### src/rtl/app_spi_master_if.sv
// app_spi_master_if: OPB register bus between the host and app_spi_master
interface app_spi_master_if #(parameter int DATA_WIDTH = 32);
    logic [DATA_WIDTH-1:0] OPB_DI;
    logic [DATA_WIDTH-1:0] OPB_DO;
    logic [31:0] OPB_ADDR;
    logic APP_RE;
    logic APP_WE;
    modport master (output OPB_DI, OPB_ADDR, APP_RE, APP_WE, input OPB_DO);
    modport slave (input OPB_DI, OPB_ADDR, APP_RE, APP_WE, output OPB_DO);
endinterface

### src/rtl/app_spi_master.sv
// app_spi_master: OPB-mapped mode-0 SPI master; APP_SPI_LOOPBACK_EN enables CTRL.LOOPBACK
module app_spi_master #(
    parameter int DATA_WIDTH = 32,
    parameter logic [7:0] DIV_RESET = 8'd4
) (
    input  logic OPB_CLK,
    input  logic OPB_RST,
    app_spi_master_if.slave bus,
    output logic SPI_CLK,
    output logic SPI0_CS_N,
    output logic SPI1_CS_N,
    output logic SPI0_MOSI,
    output logic SPI1_MOSI,
    input  logic SPI0_MISO,
    input  logic SPI1_MISO,
    output logic IRQ
);
    typedef enum logic [2:0] {IDLE, SETUP, HIGH, LOW, HOLD} state_t;
    state_t state, nxt;
    logic cs_sel, irq_en, loopback, done, overrun, act_sel;
    logic [7:0] div, act_div, cnt;
    logic [4:0] len_m1, idx;
    logic [DATA_WIDTH-1:0] txdata, rxdata, tx_lat, rx_sh, rd_data;
    logic busy, pe, ctrl_we, tx_we, st_we, start, mosi, miso;
    logic [1:0] a;
    logic unused_bits;
    assign a = bus.OPB_ADDR[3:2];
    assign busy = state != IDLE;
    assign pe = cnt == act_div;
    assign ctrl_we = bus.APP_WE && a == 2'd0;
    assign tx_we = bus.APP_WE && a == 2'd1;
    assign st_we = bus.APP_WE && a == 2'd3;
    assign start = ctrl_we && bus.OPB_DI[0] && !busy;
    assign mosi = tx_lat[idx];
    assign unused_bits = ^{bus.OPB_ADDR[31:4], bus.OPB_ADDR[1:0], bus.OPB_DI[31:21], bus.OPB_DI[7:3]};
`ifdef APP_SPI_LOOPBACK_EN
    assign miso = loopback ? mosi : (act_sel ? SPI1_MISO : SPI0_MISO);
    always_ff @(posedge OPB_CLK) begin
        if (OPB_RST) loopback <= 1'b0;
        else if (ctrl_we) loopback <= bus.OPB_DI[3];
    end
`else
    assign loopback = 1'b0;
    assign miso = act_sel ? SPI1_MISO : SPI0_MISO;
`endif
    always_ff @(posedge OPB_CLK) begin
        if (OPB_RST) state <= IDLE;
        else state <= nxt;
    end
    always_comb begin
        nxt = state;
        case (state)
            IDLE:  nxt = start ? SETUP : IDLE;
            SETUP: nxt = pe ? HIGH : SETUP;
            HIGH:  nxt = pe ? (idx == 5'd0 ? HOLD : LOW) : HIGH;
            LOW:   nxt = pe ? HIGH : LOW;
            HOLD:  nxt = pe ? IDLE : HOLD;
            default: nxt = IDLE;
        endcase
    end
    always_comb begin
        SPI_CLK = state == HIGH;
        SPI0_CS_N = !(busy && !act_sel);
        SPI1_CS_N = !(busy && act_sel);
        SPI0_MOSI = busy && !act_sel && mosi;
        SPI1_MOSI = busy && act_sel && mosi;
    end
    always_comb begin
        rd_data = a == 2'd0 ? {11'b0, len_m1, div, 4'b0, loopback, irq_en, cs_sel, 1'b0} :
                  a == 2'd1 ? txdata :
                  a == 2'd2 ? rxdata : {29'b0, overrun, done, busy};
    end
    always_ff @(posedge OPB_CLK) begin
        if (OPB_RST) begin
            {cs_sel, irq_en, done, overrun, IRQ, act_sel} <= '0;
            div <= DIV_RESET;
            len_m1 <= '0;
            {txdata, rxdata, tx_lat, rx_sh, bus.OPB_DO} <= '0;
            {act_div, cnt, idx} <= '0;
        end else begin
            if (ctrl_we) {len_m1, div, irq_en, cs_sel} <= {bus.OPB_DI[20:16], bus.OPB_DI[15:8], bus.OPB_DI[2:1]};
            if (tx_we && !busy) txdata <= bus.OPB_DI;
            overrun <= (busy && ((ctrl_we && bus.OPB_DI[0]) || tx_we)) || (overrun && !(st_we && bus.OPB_DI[2]));
            done <= (state == HOLD && pe) || (!start && done && !(st_we && bus.OPB_DI[1]));
            IRQ <= done && irq_en;
            if (bus.APP_RE && !bus.APP_WE) bus.OPB_DO <= rd_data;
            cnt <= (state != nxt || !busy) ? 8'd0 : cnt + 8'd1;
            // Transfer parameters come from the START write itself, TX from the register
            if (start) begin
                act_sel <= bus.OPB_DI[1];
                act_div <= bus.OPB_DI[15:8];
                idx <= bus.OPB_DI[20:16];
                tx_lat <= txdata;
                rx_sh <= '0;
            end
            if (nxt == HIGH && state != HIGH) rx_sh <= {rx_sh[DATA_WIDTH-2:0], miso};
            if (state == HIGH && pe && idx != 5'd0) idx <= idx - 5'd1;
            if (state == HOLD && pe) rxdata <= rx_sh;
        end
    end
endmodule

### src/flat_wrapper.sv
// flat-port wrapper written by rule: the top's interface ports become plain ports
module app_spi_master_flat 
#(
    parameter int DATA_WIDTH = 32,
    parameter logic [7:0] DIV_RESET = 8'd4
)
  (OPB_CLK, OPB_RST, SPI_CLK, SPI0_CS_N, SPI1_CS_N, SPI0_MOSI, SPI1_MOSI, SPI0_MISO, SPI1_MISO, IRQ, bus_OPB_DI, bus_OPB_ADDR, bus_APP_RE, bus_APP_WE, bus_OPB_DO);
  app_spi_master_if #(.DATA_WIDTH(DATA_WIDTH)) bus_i ();
  input  logic OPB_CLK;
  input  logic OPB_RST;
  output logic SPI_CLK;
  output logic SPI0_CS_N;
  output logic SPI1_CS_N;
  output logic SPI0_MOSI;
  output logic SPI1_MOSI;
  input  logic SPI0_MISO;
  input  logic SPI1_MISO;
  output logic IRQ;
  input wire logic [$bits(bus_i.OPB_DI)-1:0] bus_OPB_DI;
  input wire logic [$bits(bus_i.OPB_ADDR)-1:0] bus_OPB_ADDR;
  input wire logic [$bits(bus_i.APP_RE)-1:0] bus_APP_RE;
  input wire logic [$bits(bus_i.APP_WE)-1:0] bus_APP_WE;
  output wire logic [$bits(bus_i.OPB_DO)-1:0] bus_OPB_DO;
  assign bus_i.OPB_DI = bus_OPB_DI;
  assign bus_i.OPB_ADDR = bus_OPB_ADDR;
  assign bus_i.APP_RE = bus_APP_RE;
  assign bus_i.APP_WE = bus_APP_WE;
  assign bus_OPB_DO = bus_i.OPB_DO;
  app_spi_master #(.DATA_WIDTH(DATA_WIDTH), .DIV_RESET(DIV_RESET)) u_core (.OPB_CLK(OPB_CLK), .OPB_RST(OPB_RST), .bus(bus_i), .SPI_CLK(SPI_CLK), .SPI0_CS_N(SPI0_CS_N), .SPI1_CS_N(SPI1_CS_N), .SPI0_MOSI(SPI0_MOSI), .SPI1_MOSI(SPI1_MOSI), .SPI0_MISO(SPI0_MISO), .SPI1_MISO(SPI1_MISO), .IRQ(IRQ));
endmodule
### config.mk
export PLATFORM = sky130hd
export DESIGN_NAME = app_spi_master_flat
export DESIGN_NICKNAME = d
export VERILOG_FILES = /design/src/rtl/app_spi_master_if.sv /design/src/rtl/app_spi_master.sv /design/src/flat_wrapper.sv
export SDC_FILE = /design/constraint.sdc
export NUM_CORES = 1
export LEC_CHECK = 0
export ABC_CLOCK_PERIOD_IN_PS = 3540
export BUFFER_PORTS_ARGS = -buffer_cell sky130_fd_sc_hd__buf_2
export CAP_MARGIN = 15
export CORE_ASPECT_RATIO = 0.7
export CORE_MARGIN = 4
export CORE_UTILIZATION = 40
export DETAILED_ROUTE_END_ITERATION = 10
export GPL_ROUTABILITY_DRIVEN = 0
export SLEW_MARGIN = 25
export SYNTH_ARGS = -nofsm -noshare
export SYNTH_HDL_FRONTEND = slang
export SYNTH_SLANG_ARGS = --single-unit
### constraint.sdc
create_clock -name OPB_CLK -period 3.54 [get_ports OPB_CLK]
set_input_delay 0.177 -clock OPB_CLK [delete_from_list [all_inputs] [get_ports OPB_CLK]]
set_output_delay 0.177 -clock OPB_CLK [all_outputs]
set_load 0.03 [all_outputs]
======== Yosys cells after proc, flatten, opt, wreduce, memory -nomap -nowiden ========
Cells that the tools add are included.
storage, ports and cells
  register bits ........................... 203
  logic and storage cells ................. 90
operators by class
  add/sub/neg operators ................... 2
  $lt $le $gt $ge ......................... 1
  eq/ne operators ......................... 11
  multiplexer cells ....................... 17
  reduce and logical (&&, ||, !) cells .... 42
operators with widths
  kind                                                        number
  2-to-1 mux 32 bit                                           5
  logical AND 1 bit                                           22
  one-hot mux 3 bit (5 select lines)                          1
  2-to-1 mux 5 bit                                            2
  == test 3 x 2 -> 1 bit, second input constant               3
  2-to-1 mux 3 bit                                            3
  adder 8 x 1 -> 8 bit, second input constant                 1
  == test 8 bit                                               1
  logical NOT 1 bit                                           8
  less-than comparator 5 x 6 -> 1 bit, second input constant  1
  binary-select mux 1 bit (select 5 bit)                      1
  logical NOT 5 bit                                           1
  nonzero test 5 bit                                          1
  subtractor 5 x 1 -> 5 bit, second input constant            1
  == test 2 bit, second input constant                        2
  logical OR 1 bit                                            4
  2-to-1 mux 1 bit                                            4
  nonzero test 2 bit                                          2
  == test 3 x 1 -> 1 bit, second input constant               1
  == test 3 bit, second input constant                        1
  logical NOT 3 bit                                           1
  != test 3 x 2 -> 1 bit, second input constant               1
  != test 3 bit                                               1
  nonzero test 3 bit                                          1
  other kinds (4)                                             4

======== Logic depth before layout (Yosys ltp) ========
Gate-level depths: netlist of the first run.
  word-level depth ........................ 9
  gate-level depth with buffers ........... 8

======== Worst setup path after synthesis of the first run ========
Ideal clock, no wire load.
  path kind ............................... register to register
  start ................................... register u_core.state[2]
  end ..................................... register u_core.idx[4]
  data arrival time ....................... 2.109 ns
  data required time ...................... 3.407 ns
  slack ................................... 1.299 ns
  stages on the path, launching flop included .. 7
  path buffers ............................ 2
  period minus slack after synthesis ...... 2.241 ns
  path through ............................ dfxtp_1 clkbuf_1 nor3b_1 nand4_1 clkbuf_1 o311ai_0 a31oi_1
between the ends
  cells in the longest elaborated chain, start to end .. 4
  elaborated cells between the ends (all ways) .. 8
  classes of those cells .................. eq/ne (1); mux (1); reduce/logical (6)
ends and longest elaborated chain
  element                                                 line                  source
  start: declaration                                      app_spi_master.sv:19  state_t state, nxt;
  start signal: assignment                                app_spi_master.sv:48  else state <= nxt;
  == test 3 x 2 -> 1 bit *                                n/a
  via SPI_CLK                                             flat_wrapper.sv:11    output logic SPI_CLK;
  logical AND 1 bit * (2 in series)                       app_spi_master.sv:97  if (state == HIGH && pe && idx != 5'd0) idx <= idx - 5'd1;
  2-to-1 mux 5 bit or nonzero test 2 bit (tied branches)  n/a
  end signal: assignment                                  app_spi_master.sv:92  idx <= bus.OPB_DI[20:16];
  end signal: assignment                                  app_spi_master.sv:97
  end: declaration                                        app_spi_master.sv:22  logic [4:0] len_m1, idx;
Mark *: on every way through the listed nets, which the timed path passes. The rest lies on a longest branch.
A chain may end at the register's enable or synchronous reset.

======== Worst setup path in the final report of the first run ========
  start ................................... register u_core.idx[0]
  end ..................................... output port SPI1_MOSI
between the ends
  cells in the longest elaborated chain, start to end .. 3
ends and longest elaborated chain
  element                                 line                  source
  binary-select mux 1 bit (select 5 bit)  app_spi_master.sv:34  assign mosi = tx_lat[idx];
  2-to-1 mux 1 bit (implied by the code)  app_spi_master.sv:34
  logical AND 1 bit                       app_spi_master.sv:66  SPI1_MOSI = busy && act_sel && mosi;
  end: declaration                        flat_wrapper.sv:15    output logic SPI1_MOSI;
No other way between the ends. The select of a mux whose other input is x is not followed.

==> results.json, run 1 <==
{
  "status": "completed",
  "slew_headroom_pct": 41.7,
  "dieWidth_um": 177,
  "wl_per_cell_um": 15.9,
  "post_synth_net_total": 983,
  "grt_pass1_wl_mm": 32.7,
  "detail_route.iter0.violations": 463,
  "die-area_um2": 22500,
  "global_route.usage.total_pct": 17.9,
  "floorplan.io_pins": 108,
  "drt.antenna.violating_nets": 0,
  "ctsResizeCount": 0,
  "timing.rr.end": "u_core.idx[4]",
  "remaining_drc_errors": 0,
  "r2r_slack_ns": 0.99,
  "cts_tree": "built",
  "post_synth_inst_count": 910,
  "post_route_cells_drive_above_1_share_pct": 14.1,
  "maxCapViolCount": 0,
  "grt_antenna_before_repair": 0,
  "path_clk_slew_ns": 0.06,
  "synth-compound-area-share_pct": 12.1,
  "worstPathRequired_ns": 3.36,
  "cts_hold_buf": 32,
  "synthesis.area_um2": 8040,
  "placementRows": 43,
  "clk_latency_ns": 0.50,
  "regToRegStartpoint": "u_core.idx[0]",
  "crit_path_max_fo": 12,
  "ys_ff_latch": 203,
  "worst_setup_path_endpoint": "SPI1_MOSI",
  "area_growth_pct": 19.5,
  "powerDensity_nw_per_um2": 503,
  "dp_hpwl_mm": 13.3,
  "timing.critical_path.arrival_ns": 2.56,
  "clock.fmax_ghz": 0.365,
  "clock-root-buffer": "sky130_fd_sc_hd__clkbuf_16",
  "synth_top_family_by_area": "simple AND/OR/NAND/NOR gates",
  "postSynth.topFlopCell": "sky130_fd_sc_hd__dfxtp_1",
  "start_kind": "flip-flop",
  "vias_in_the_first_global_route": 6112,
  "reg2regPathDepth": 6,
  "synth.area.mux_share_pct": 13.3,
  "synth.lib_cells_used.distinct": 36,
  "postCtsSetupRepairBufs": 0,
  "total_leakage_power_nw": 4.00,
  "synth_simple_gate_area_share_pct": 18.4,
  "finalHoldViolations": 0,
  "cts_htree_levels": 1,
  "die_y_um": 127,
  "worst_pin_slew_ns": 0.873,
  "insertedDiodeCount": 0,
  "totalWireLength_mm": 20.2,
  "setup_viol_count_final": 0,
  "overflow": 0,
  "path_class": "flip-flop to output port",
  "clock_path_buffers": 3,
  "peak_vdd_ir_uv": 310,
  "maximum_number_of_pins_on_one_net_before_global_route_repair": 105,
  "numClockSinks": 203,
  "post_synth_fa_ha_maj_area_fraction_pct": 0.467,
  "grt_setup_unrepaired": "no",
  "synth_xor_xnor_area_share_pct": 1.53,
  "synth.avg_cell_area_um2": 8.83,
  "core_area_um2": 19700,
  "detail_route.first_pass.iterations": 5,
  "synth_enable_flop_cells": 0,
  "fin_tns_setup_ns": 0,
  "endpoint_kind": "output port",
  "fill_cells": 1947,
  "min_period_over_period_pct": 77.4,
  "initial_core_util_pct": 40.7,
  "ys_async_sr_fraction_pct": 0,
  "final.min_clock_period_ns": 2.74,
  "post_drt_via_cell_ratio": 5.16,
  "fin_nets": 1061,
  "number_of_warnings_reported_in_the_yosys_synthesis_log": 0,
  "sequential_fraction_of_the_synthesis_area_pct": 50.6,
  "hp-class": "input pin to flip-flop",
  "crit_path_start": "u_core.idx[0]",
  "port_buffers": 77,
  "cts-buffers-inserted": 21,
  "final.setup_skew_ns": 0.00949,
  "num_vias": 6555,
  "slew_viol_final": 0,
  "final.hold.worst_slack_ns": 0.0679
}
==> where the power goes <==
group | switching, mW | leakage (nW) | internal [mW]
clock network | 0.896 | 0.328 | 1.22
registers | 0.0362 | 1.64 | 2.33
logic | 0.221 | 2.03 | 0.123
total | 1.15 | 4.00 | 3.68
==> critical path, stage by stage (launching register included) <==
cell and delay (ns):
sky130_fd_sc_hd__dfxtp_1 0.78, sky130_fd_sc_hd__mux4_2 0.59, sky130_fd_sc_hd__mux2i_1 0.21, sky130_fd_sc_hd__nand3_1 0.11
sky130_fd_sc_hd__nand4_1 0.15, sky130_fd_sc_hd__nor2_1 0.05, sky130_fd_sc_hd__buf_2 0.17
==> how the worst min path moves through the flow <==
stage,slack [ns],cells after the start,startpoint,to
after detailed placement,0.43,3,bus_OPB_DI[5],u_core.txdata[5]
after global placement,0.42,3,bus_OPB_DI[6],u_core.txdata[6]
after floorplan,0.30,2,bus_OPB_DI[10],u_core.div[2]
after CTS,0.06,4,SPI0_MISO,u_core.rx_sh[0]
final,0.07,4,SPI0_MISO,u_core.rx_sh[0]
after global routing,0.10,4,SPI0_MISO,u_core.rx_sh[0]
==> placed cells by master, fill, tap and decap left out, types with 2 or more instances in the layout <==
| cell | synthesis | routed |
|---|---|---|
| sky130_fd_sc_hd__nand3_1 | 12 | 10 |
| sky130_fd_sc_hd__ha_1 | 3 | 3 |
| sky130_fd_sc_hd__inv_1 | 4 | 4 |
| sky130_fd_sc_hd__or3_1 | 3 | 3 |
| sky130_fd_sc_hd__nand2_1 | 186 | 186 |
| sky130_fd_sc_hd__clkinv_2 | 0 | 6 |
| sky130_fd_sc_hd__nor4_2 | 2 | 2 |
| sky130_fd_sc_hd__nand4b_1 | 2 | 2 |
| sky130_fd_sc_hd__clkbuf_16 | 0 | 21 |
| sky130_fd_sc_hd__buf_2 | 10 | 76 |
| sky130_fd_sc_hd__clkbuf_1 | 52 | 3 |
| sky130_fd_sc_hd__buf_4 | 0 | 15 |
| sky130_fd_sc_hd__clkbuf_8 | 0 | 3 |
| sky130_fd_sc_hd__nor2_1 | 124 | 124 |
| sky130_fd_sc_hd__nand2b_1 | 4 | 4 |
| sky130_fd_sc_hd__nand3b_1 | 5 | 5 |
| sky130_fd_sc_hd__nand3_2 | 0 | 2 |
| sky130_fd_sc_hd__dlygate4sd3_1 | 0 | 32 |
| sky130_fd_sc_hd__dfxtp_1 | 203 | 203 |
| sky130_fd_sc_hd__nor2b_1 | 6 | 4 |
| sky130_fd_sc_hd__o21ai_0 | 2 | 2 |
| sky130_fd_sc_hd__a31oi_1 | 3 | 3 |
| sky130_fd_sc_hd__and3_1 | 4 | 4 |
| sky130_fd_sc_hd__a211oi_1 | 32 | 32 |
| sky130_fd_sc_hd__mux4_2 | 10 | 10 |
| sky130_fd_sc_hd__a22oi_1 | 17 | 17 |
| sky130_fd_sc_hd__mux2i_1 | 83 | 83 |
| sky130_fd_sc_hd__xor2_1 | 13 | 13 |
| sky130_fd_sc_hd__or4b_1 | 2 | 2 |
| sky130_fd_sc_hd__a21oi_1 | 104 | 104 |
| sky130_fd_sc_hd__o211ai_1 | 3 | 3 |
| sky130_fd_sc_hd__nand4_1 | 5 | 5 |
==> synthesized netlist by cell type (7+ instances only) <==
cell                       instances  area, um^2
sky130_fd_sc_hd__a211oi_1         32         240
sky130_fd_sc_hd__buf_2            10        50.1
sky130_fd_sc_hd__buf_1             7        26.3
sky130_fd_sc_hd__nor2_1          124         465
sky130_fd_sc_hd__clkbuf_1         52         195
sky130_fd_sc_hd__a22oi_1          17         128
sky130_fd_sc_hd__xor2_1           13         114
sky130_fd_sc_hd__a21oi_1         104         521
sky130_fd_sc_hd__dfxtp_1         203        4060
sky130_fd_sc_hd__mux2i_1          83         831
sky130_fd_sc_hd__mux4_2           10         225
sky130_fd_sc_hd__nand3_1          12        60.1
sky130_fd_sc_hd__nand2_1         186         698
==> cells by family after synthesis <==
| kind of cell | after synthesis |
|---|---|
| compound gates | 165 |
| mux | 94 |
| xor+xnor | 14 |
| flops | 203 |
| buf+inv | 73 |
| fa+ha+maj | 3 |
| simple gates | 358 |
==> layer usage <==
metal	GRT usage, %	vias up	share of wire (%)
met3	3.10	24	5.7
li1	-	3266	-
met2	25.6	138	41
met5	0	-	0
met4	3.05	0	1.5
met1	28.4	3127	52
==> cell type report <==
type                       instances  area (um^2)  area share, %
multi-input combinational        634         3700           38.6
clock buffer                      27          578           6.02
sequential                       203         4060           42.3
tap                              270          338           3.52
clock inverter                     8         71.3          0.743
timing repair buffer             124          833           8.68
inverter                           4         15.0          0.156
==> through the flow <==
stage	cell area [um^2]	util, %	total power [mW]	cells	setup slack, ns
floorplan	8040	-	2.62	910	1.30
global placement	8630	43.7	2.73	1203	1.07
detailed placement	8630	43.7	2.73	1203	0.978
CTS	9600	48.6	4.88	1270	0.696
global route	9600	48.6	5.01	1270	0.574
finish	9600	48.6	4.83	1270	0.801
==> registers in the layout (all words and copies together) (netlist names) <==
register,cells
u_core.IRQ,1
u_core.rxdata,32
u_core.state,3
u_core.len_m1,5
u_core.bus.OPB_DO,32
u_core.idx,5
u_core.done,1
u_core.irq_en,1
u_core.txdata,32
u_core.cnt,8
u_core.div,8
u_core.cs_sel,1
u_core.act_div,8
u_core.tx_lat,32
u_core.act_sel,1
u_core.rx_sh,32
u_core.overrun,1
No activity file was read; power rests on OpenSTA's default activity.
==> run 2, diff against run 1 <==
--- a/config.mk
+++ b/config.mk
@@ -5,7 +5,7 @@
 export SDC_FILE = /design/constraint.sdc
 export NUM_CORES = 1
 export LEC_CHECK = 0
-export ABC_CLOCK_PERIOD_IN_PS = 3540
+export ABC_CLOCK_PERIOD_IN_PS = 2600
 export BUFFER_PORTS_ARGS = -buffer_cell sky130_fd_sc_hd__buf_2
 export CAP_MARGIN = 15
 export CORE_ASPECT_RATIO = 0.7
==> constraint.sdc (replaced) <==
create_clock -name OPB_CLK -period 2.6 [get_ports OPB_CLK]
set_input_delay 0.13 -clock OPB_CLK [delete_from_list [all_inputs] [get_ports OPB_CLK]]
set_output_delay 0.13 -clock OPB_CLK [all_outputs]
set_load 0.03 [all_outputs]
==> results.json, run 2 (synthesis results as in run 1) <==
{
  "setup_viol_count_final": 0,
  "fin_nets": 1069,
  "total_leakage_power_nw": 4.05,
  "postCtsSetupRepairBufs": 0,
  "slew_headroom_pct": 54.9,
  "crit_path_max_fo": 12,
  "clock-root-buffer": "sky130_fd_sc_hd__clkbuf_16",
  "final.min_clock_period_ns": 2.38,
  "clk_latency_ns": 0.49,
  "grt_antenna_before_repair": 0,
  "fin_ws_ns": 0.218,
  "initial_core_util_pct": 40.7,
  "overflow": 0,
  "start_kind": "flip-flop",
  "worst_pin_slew_ns": 0.677,
  "clock.fmax_ghz": 0.420,
  "placed_cells": 1212,
  "most-common-layout-cells": "sky130_fd_sc_hd__dfxtp_1, sky130_fd_sc_hd__nand2_1, sky130_fd_sc_hd__nor2_1",
  "path_cells": "buf_4, mux4_2, mux2i_1, nand3_1, nand4_1, nor2_1, buf_2",
  "endpoint_kind": "output port",
  "total_power_mw": 6.63,
  "layout.cells.non_filler": 1280,
  "fill_cells": 1947,
  "finalHoldViolations": 0,
  "clock_path_buffers": 3,
  "post_route_cells_drive_above_1_share_pct": 15.0,
  "grt_setup_unrepaired": "no",
  "slew_viol_final": 0,
  "drt.antenna.violating_nets": 0,
  "hold_depth": 4,
  "global_route.usage.total_pct": 17.9,
  "detail_route.first_pass.iterations": 7,
  "r2r_slack_ns": 0.41,
  "powerDensity_nw_per_um2": 685,
  "placementRows": 43,
  "num_vias": 6490,
  "maximum_number_of_pins_on_one_net_before_global_route_repair": 54,
  "cts-buffers-inserted": 20,
  "crit_family": "multiplexers",
  "crit_path_top_delay_cell": "sky130_fd_sc_hd__mux4_2",
  "vias_in_the_first_global_route": 6020,
  "layout.cells.most_common": "sky130_fd_sc_hd__dfxtp_1",
  "port_buffers": 77,
  "wl_per_cell_um": 16.1,
  "dp_slack_ns": 0.389,
  "final.setup_skew_ns": 0.00779,
  "cp_slowest_stage_delay_ns": 0.53,
  "fin_tns_setup_ns": 0,
  "layout.area.seq_um2": 4060,
  "cts_hold_buf": 32,
  "worst_hold_startpoint": "bus_APP_WE",
  "numClockSinks": 203,
  "die_y_um": 127,
  "final_cell_area_um2": 9690,
  "status": "completed",
  "area_growth_pct": 20.5,
  "reg2regPathDepth": 6,
  "dp_hpwl_mm": 13.7,
  "min_period_over_period_pct": 91.6,
  "standard_cell_area_after_detailed_placement_um2": 8690,
  "timing.critical_path.arrival_ns": 2.25,
  "path_clk_slew_ns": 0.06,
  "path_depth": 7,
  "insertedDiodeCount": 0,
  "floorplan.io_pins": 108,
  "timing.rr.end": "u_core.idx[3]",
  "worstPathBufferInverterCount": 2,
  "hp-class": "input pin to flip-flop",
  "cts_tree": "built",
  "ctsResizeCount": 0,
  "dieWidth_um": 177,
  "peak_vdd_ir_uv": 359,
  "remaining_drc_errors": 0,
  "detail_route.iter0.violations": 424,
  "post_drt_via_cell_ratio": 5.07,
  "maxCapViolCount": 0,
  "multiInputGateArea_um2": 3700,
  "worstPathRequired_ns": 2.47,
  "totalWireLength_mm": 20.6,
  "path_class": "flip-flop to output port",
  "die-area_um2": 22500,
  "core_area_um2": 19700,
  "grt_pass1_wl_mm": 32.9,
  "cts_htree_levels": 1,
  "regToRegStartpoint": "u_core.cnt[0]",
  "worstHoldEndpoint": "u_core.bus.OPB_DO[3]"
}
==> run 2: where the power goes <==
| group | internal (mW) | switching [mW] |
|---|---|---|
| Combinational | 0.171 | 0.308 |
| Sequential | 3.17 | 0.0478 |
| Clock | 1.72 | 1.22 |
==> run 2: worst register-to-register path, delay by kind of cell, from the launching register on <==
kind,cells,cell delay (ns)
compound gates,1,0.15
xor+xnor,1,0.11
buf+inv,1,0.26
flops,1,0.45
simple gates,3,1.15
==> run 2: area by class of cell <==
cell class | instances | share of cell area, %
Sequential cell | 203 | 42.0
Clock inverter | 7 | 0.736
Inverter | 4 | 0.155
Timing Repair Buffer | 133 | 9.17
Multi-Input combinational cell | 634 | 38.3
Tap cell | 270 | 3.49
Clock buffer | 29 | 6.24
==> run 2: per-layer routing <==
layer | up-vias | share of wire [%] | wire length, um | track usage, %
li1 | 3272 | - | - | -
met5 | - | 0 | 0 | 0
met2 | 138 | 42 | 8640 | 25.7
met4 | 0 | 1.5 | 305 | 3.09
met3 | 23 | 4.6 | 958 | 2.80
met1 | 3057 | 52 | 10700 | 28.6
==> run 2: metrics by stage <==
step	hold slack (ns)	util, %
CTS	0.00410	49.1
floorplan	0.251	-
detailed placement	0.377	44.0
global route	0.0269	49.1
finish	0.0171	49.1
global placement	0.374	44.0
==> run 2: how the worst max path moves through the flow <==
stage | from | end | slack (ns)
2_1_floorplan | u_core.state[2] | u_core.idx[4] | 0.36
3_3_place_gp | u_core.cnt[0] | u_core.idx[3] | 0.46
3_5_place_dp | bus_APP_WE | u_core.tx_lat[7] | 0.39
4_1_cts | u_core.idx[0] | SPI1_MOSI | 0.17
5_1_grt | u_core.idx[0] | SPI1_MOSI | 0.06
6_report | u_core.idx[0] | SPI1_MOSI | 0.22
